==> src/rtl/serial_subtractor.sv <==
// serial_subtractor: bit-serial unsigned subtractor, diff = a - b, LSB first.
// One full-subtractor cell is reused for every bit; the borrow between bits is held in
// a flop. A WIDTH-bit subtract takes WIDTH+1 cycles from accepted start to done.
//
// Ports:
//   clk    rising-edge clock
//   reset  asynchronous, active-high reset
//   start  request; sampled only in idle or done
//   a      minuend, captured on accepted start
//   b      subtrahend, captured on accepted start
//   busy   high while bits are being processed
//   done   one-cycle pulse; diff/borrow valid from this cycle
//   diff   a - b mod 2^WIDTH, held until next completion
//   borrow final borrow-out; 1 iff a < b (unsigned)
module serial_subtractor #(
  parameter int unsigned WIDTH = 8
) (
  input  logic             clk,
  input  logic             reset,
  input  logic             start,
  input  logic [WIDTH-1:0] a,
  input  logic [WIDTH-1:0] b,
  output logic             busy,
  output logic             done,
  output logic [WIDTH-1:0] diff,
  output logic             borrow
);

  localparam int unsigned CntW = (WIDTH > 1) ? $clog2(WIDTH) : 1;

  typedef enum logic [1:0] {StIdle, StShift, StDone} state_e;

  state_e           state_q, state_d;
  logic [WIDTH-1:0] a_sh_q, b_sh_q, res_q;
  logic             bin_q;
  logic [CntW-1:0]  cnt_q;
  logic             busy_q, done_q;
  logic [WIDTH-1:0] diff_q;
  logic             borrow_q;

  logic accept, last_bit, d_bit, bout;

  // Full-subtractor cell on the current LSBs.
  always_comb begin
    d_bit    = a_sh_q[0] ^ b_sh_q[0] ^ bin_q;
    bout     = (~a_sh_q[0] & b_sh_q[0]) | (~(a_sh_q[0] ^ b_sh_q[0]) & bin_q);
    last_bit = (cnt_q == CntW'(WIDTH - 1));
    accept   = start && ((state_q == StIdle) || (state_q == StDone));
  end

  always_comb begin
    state_d = state_q;
    unique case (state_q)
      StIdle:  if (start) state_d = StShift;
      StShift: if (last_bit) state_d = StDone;
      StDone:  state_d = start ? StShift : StIdle;
      default: state_d = StIdle;
    endcase
  end

  // State plus registered status outputs decoded from the next state.
  always_ff @(posedge clk or posedge reset) begin
    if (reset) begin
      state_q <= StIdle;
      busy_q  <= 1'b0;
      done_q  <= 1'b0;
    end else begin
      state_q <= state_d;
      busy_q  <= (state_d == StShift);
      done_q  <= (state_d == StDone);
    end
  end

  always_ff @(posedge clk or posedge reset) begin
    if (reset) begin
      a_sh_q   <= '0;
      b_sh_q   <= '0;
      res_q    <= '0;
      bin_q    <= 1'b0;
      cnt_q    <= '0;
      diff_q   <= '0;
      borrow_q <= 1'b0;
    end else if (accept) begin
      a_sh_q <= a;
      b_sh_q <= b;
      res_q  <= '0;
      bin_q  <= 1'b0;
      cnt_q  <= '0;
    end else if (state_q == StShift) begin
      a_sh_q <= a_sh_q >> 1;
      b_sh_q <= b_sh_q >> 1;
      // Result fills from the MSB side so the first (LSB) bit lands at bit 0 after WIDTH shifts.
      res_q  <= {d_bit, res_q[WIDTH-1:1]};
      bin_q  <= bout;
      cnt_q  <= cnt_q + CntW'(1);
      if (last_bit) begin
        diff_q   <= {d_bit, res_q[WIDTH-1:1]};
        borrow_q <= bout;
      end
    end
  end

  assign busy   = busy_q;
  assign done   = done_q;
  assign diff   = diff_q;
  assign borrow = borrow_q;

endmodule

==> config.mk <==
export PLATFORM = sky130hd
export DESIGN_NAME = serial_subtractor
export DESIGN_NICKNAME = d
export VERILOG_FILES = /design/src/rtl/serial_subtractor.sv
export SDC_FILE = /design/constraint.sdc
export NUM_CORES = 1
export LEC_CHECK = 0
export ABC_AREA = 1
export CELL_PAD_IN_SITES_DETAIL_PLACEMENT = 1
export CELL_PAD_IN_SITES_GLOBAL_PLACEMENT = 1
export CORE_MARGIN = 8
export CORE_UTILIZATION = 43
export DETAILED_ROUTE_END_ITERATION = 12
export GPL_TIMING_DRIVEN = 0
export PLACE_DENSITY_LB_ADDON = 0.1
export SLEW_MARGIN = 20
export SYNTH_ARGS = -nofsm -noshare
export SYNTH_HDL_FRONTEND = slang
export SYNTH_SLANG_ARGS = --single-unit
export TNS_END_PERCENT = 20
==> constraint.sdc <==
create_clock -name clk -period 3.7 [get_ports clk]
set_input_delay 1.11 -clock clk [delete_from_list [all_inputs] [get_ports clk]]
set_output_delay 1.11 -clock clk [all_outputs]
set_load 0.005 [all_outputs]
== After elaboration in Yosys (flattened, before gate mapping) ==
Cells that the tools add are included.
Storage, ports and cells
  register bits after elaboration: 41
  bits in latches: 0
  memory bits (writable): 0
  bits in read-only memories: 0
  input bits: 19
  output and inout bits: 11
  word-level logic and storage cells: 43
  memories kept: 0
Operators by class
  $add $sub $neg: 1
  multipliers: 0
  div/mod/pow operators: 0
  magnitude comparators: 0
  eq/ne operators: 5
  shifts and indexed selects: 0
  muxes and demuxes: 14
  bitwise operators: 8
  reduce and logical (&&, ||, !) cells: 5
Operators by type and width (count)
  $mux W8: 6
  $mux W3: 2
  $pmux W2 S3: 1
  $eq A2 B1 Y1 const B: 2
  $eq A2 B2 Y1 const B: 2
  $mux W2: 2
  $add A3 B1 Y3 const B: 1
  $eq A3 B3 Y1 const B: 1
  $mux W1: 3
  $not A1 Y1: 3
  $reduce_and A3 Y1: 1
  $and A1 B1 Y1: 2
  $logic_not A2 Y1: 1
  $reduce_bool A2 Y1: 1
  $xor A1 B1 Y1: 2
  $logic_and A1 B1 Y1: 1
  $logic_or A1 B1 Y1: 1
  $or A1 B1 Y1: 1

== Depth between registers and ports, before layout ==
  word-level depth: 6
  gate-level depth with buffers: 7
  depth with buffers taken out: 6

== Worst setup path before layout ==
OpenSTA, ideal clock, no wires.
  path kind: input port to flip-flop
  start: input port start
  end: register a_sh_q[7]
  library setup time: 0.117 ns
  data arrival time: 1.407 ns
  data required time: 3.583 ns
  path slack: 2.176 ns
  stages on the path: 5
  path buffers: 1
  cell sequence: nand2_4 -> buf_6 -> inv_1 -> nand2_1 -> nand2_1
Between the ends
  longest elaborated chain between the ends: 2
  elaborated cells on any way between the ends: 3
  those cells by class: mux: 1; reduce/logical: 2
RTL lines
  start: declaration: line 20  | input logic start,
  $logic_and A1 B1 Y1 (*): line 48  | accept = start && ((state_q == StIdle) || (state_q == StDone));
  $mux W8 / $reduce_bool A2 Y1 (equally long branches)
  end signal: assignment: line 90  | a_sh_q <= a_sh_q >> 1;
  end: declaration: line 34  | logic [WIDTH-1:0] a_sh_q, b_sh_q, res_q;
Every way passes the cells marked *; elsewhere a longest branch is shown, timed or not.
A chain may end at the register's enable or synchronous reset.

== Final worst setup path ==
  start: register busy_q (netlist: busy)
  end: output port busy
RTL lines
  start: declaration: line 37  | logic busy_q, done_q;
  start signal: assignment: line 69  | busy_q <= (state_d == StShift);
  end: declaration: line 23  | output logic busy,
No word-level cell between the ends.

==> impl_metrics.tcl <==
set metrics [dict create \
    status "completed" \
    setup_viol 0 \
    avgRoutedWirePerCell_um 14.4 \
    synth_top_area_share_pct 52.0 \
    synth_seq_area_share_pct 52.0 \
    place.gp.congestion 0.717 \
    post_cts_resized 0 \
    gr-total-overflow 0 \
    ys_ff_latch 40 \
    multi_input_area_um2 709 \
    rsz0062_at_grt "no" \
    hpwl_mm 3.24 \
    slew_viol_final 0 \
    clock-sinks 40 \
    synth_edf_count 0 \
    core_um2 4320 \
    nNetsFinal 279 \
    max_freq_ghz 0.442 \
    drt_iter0_drc 45 \
    critPathTopFamily "buffers and inverters" \
    worst_pin_slew_ps 315 \
    area_delta_synth_final_pct 24.3 \
    yosysWarningCount 0 \
    pre_cts_ws_ps 1410 \
    grt_pass1_wl_mm 7.94 \
    totalWireLength_mm 4.45 \
    finalHoldWorstSlack_ps 483 \
    fin_crit_sh_pct 61.2 \
    nFillCells 526 \
    worstPathArrival_ps 1150 \
    grt_usage_pct 13.6 \
    crit_path_end_kind "output pin" \
    cts.htree.levels 2 \
    register_area_um2 1000 \
    yosysUniqueCellTypes 19 \
    synth_most_common_cell "nand2_1" \
    ant_nets 0 \
    insertedDiodeCount 0 \
    layout-drive-gt1-share_pct 11.2 \
    fin_tns_setup_ps 0 \
    power-per-cell-area_nw_per_um2 809 \
    ir_worst_vdd_mv 0.412 \
    crit_type "flop to output pin" \
    path_max_fanout 1 \
    grt_pass1_vias 1702 \
    finalHoldViolations 0 \
    yosys-top-cells-area "dfrtp_1 (52%), nand2_1 (16%), nand3_1 (14%), inv_1 (3.7%), buf_6 (2.3%)" \
    synth_common_cells "nand2_1 (80), nand3_1 (55), dfrtp_1 (40)" \
    route.vias.total 1551 \
    clk-insertion-delay-late_ps 290 \
    power_uw 1940 \
    crit_required_ps 2590 \
    worst_setup_path_start_kind "flop" \
    viasPerCell 5.00 \
    relSlewSlack_pct 78.9 \
    clockBufferDepth 2 \
    cpMaxStageDelayCell "clkdlybuf4s50_1" \
    ctsHoldBuffers 0 \
    numCtsBuffers 5 \
    synthArstFlopShare_pct 100 \
    io_buffers 29 \
    die_w_um 82.9 \
    grt_max_degree 28 \
    rows 24 \
    period_needed_ps 2260 \
    drt_pass1_iterations 4 \
    cp_cell_sequence "clkdlybuf4s50_1" \
    dieArea_um2 6870 \
    cts_tree "done" \
    antenna_found_initial 0 \
    slowest_delay_ps 520 \
    initial_core_util_pct 44.5 \
    io_pins 30 \
    max-cap-violations 0 \
    crit_buf_inv 1 \
    avgSynthCellArea_um2 8.75 \
    synth-main-ff-cell "dfrtp_1" \
    synthesis.nets 242 \
    min_path_type "flop to flop" \
    finClkSkew_ps 6.24 \
    syn-cell-area_um2 1920 \
    setup_ws_ps 1440 \
    power.leakage_uw 0.00126 \
    die_h_um 82.9 \
    post-route-drc-count 0 \
    post-cts-setup-buffers 0 \
    synthCells 220 \
    clk_pin_slew_ps 80 \
    cts_root_buffer "clkbuf_8" \
    yosysTopAreaCell "dfrtp_1" \
]
## final cells by class
type,instances,area share (%)
Buffer,12,5.33
Inverter,21,3.61
Tap cell,52,2.72
Clock buffer,6,3.45
Timing Repair Buffer,30,13.0
Multi-Input combinational cell,147,29.7
Sequential cell,40,41.8
Clock inverter,2,0.418
## report_power, final
part	switching, uW	total (uW)	internal [uW]
sequential	116	753	637
clock	154	303	149
combinational	469	880	411
total	739	1940	1200
## cell usage in the layout (no fill, tap or decap), drive strengths merged
master / instances
inv: 21
clkbuf: 6
ha: 2
nand3: 55
buf: 13
o21ai: 2
fa: 1
nor2: 3
clkinv: 2
clkdlybuf4s50: 29
dfrtp: 40
nand2: 83
or2: 1
## cell families after synthesis
family	after synthesis	share of synthesized area, %
buffers and inverters	33	11.1
flip-flops	40	52.0
adder cells (fa/ha/maj)	3	2.34
AND/OR/NAND/NOR	142	34.0
AO/OA/AOI/OAI	2	0.520
## registers in the layout, summed over array words and instances (netlist names)
| signal | flops |
|---|---|
| state_q | 2 |
| res_q | 7 |
| diff | 8 |
| busy | 1 |
| borrow | 1 |
| b_sh_q | 8 |
| done | 1 |
| a_sh_q | 8 |
| bin_q | 1 |
| cnt_q | 3 |
## routing by layer
layer / GRT usage, % / part of all wire, %
met5: 0 / 0
met4: 4.31 / 1.1
met3: 3.61 / 3.0
met2: 22.9 / 47
met1: 16.4 / 49
## through the flow
| step | utilization [%] | area [um2] | instances |
|---|---|---|---|
| global route | 55.3 | 2390 | 310 |
| floorplan | - | 1920 | 220 |
| CTS | 55.3 | 2390 | 310 |
| finish | 55.3 | 2390 | 310 |
| detailed placement | 53.2 | 2300 | 302 |
| global placement | 52.7 | 2280 | 301 |
## worst reg2reg max path, cell delays in order, from the launching register on
cell and delay (ps):
dfrtp_1 400, ha_1 210, ha_1 220, inv_1 180
nor2_8 90, nand2_1 80, nand2_1 50
## final timing paths
path	slack, ps	end	cells past startpoint	startpoint
max	1440	busy	1	busy
min	480	diff[1]	2	diff[1]
max reg2reg	2370	borrow	6	cnt_q[0]
min reg2reg	480	diff[1]	2	diff[1]
max in group asynchronous	2150	done	3	reset
min in group asynchronous	1100	diff[1]	2	reset
Note: power is estimated with default switching activity, not from simulation.
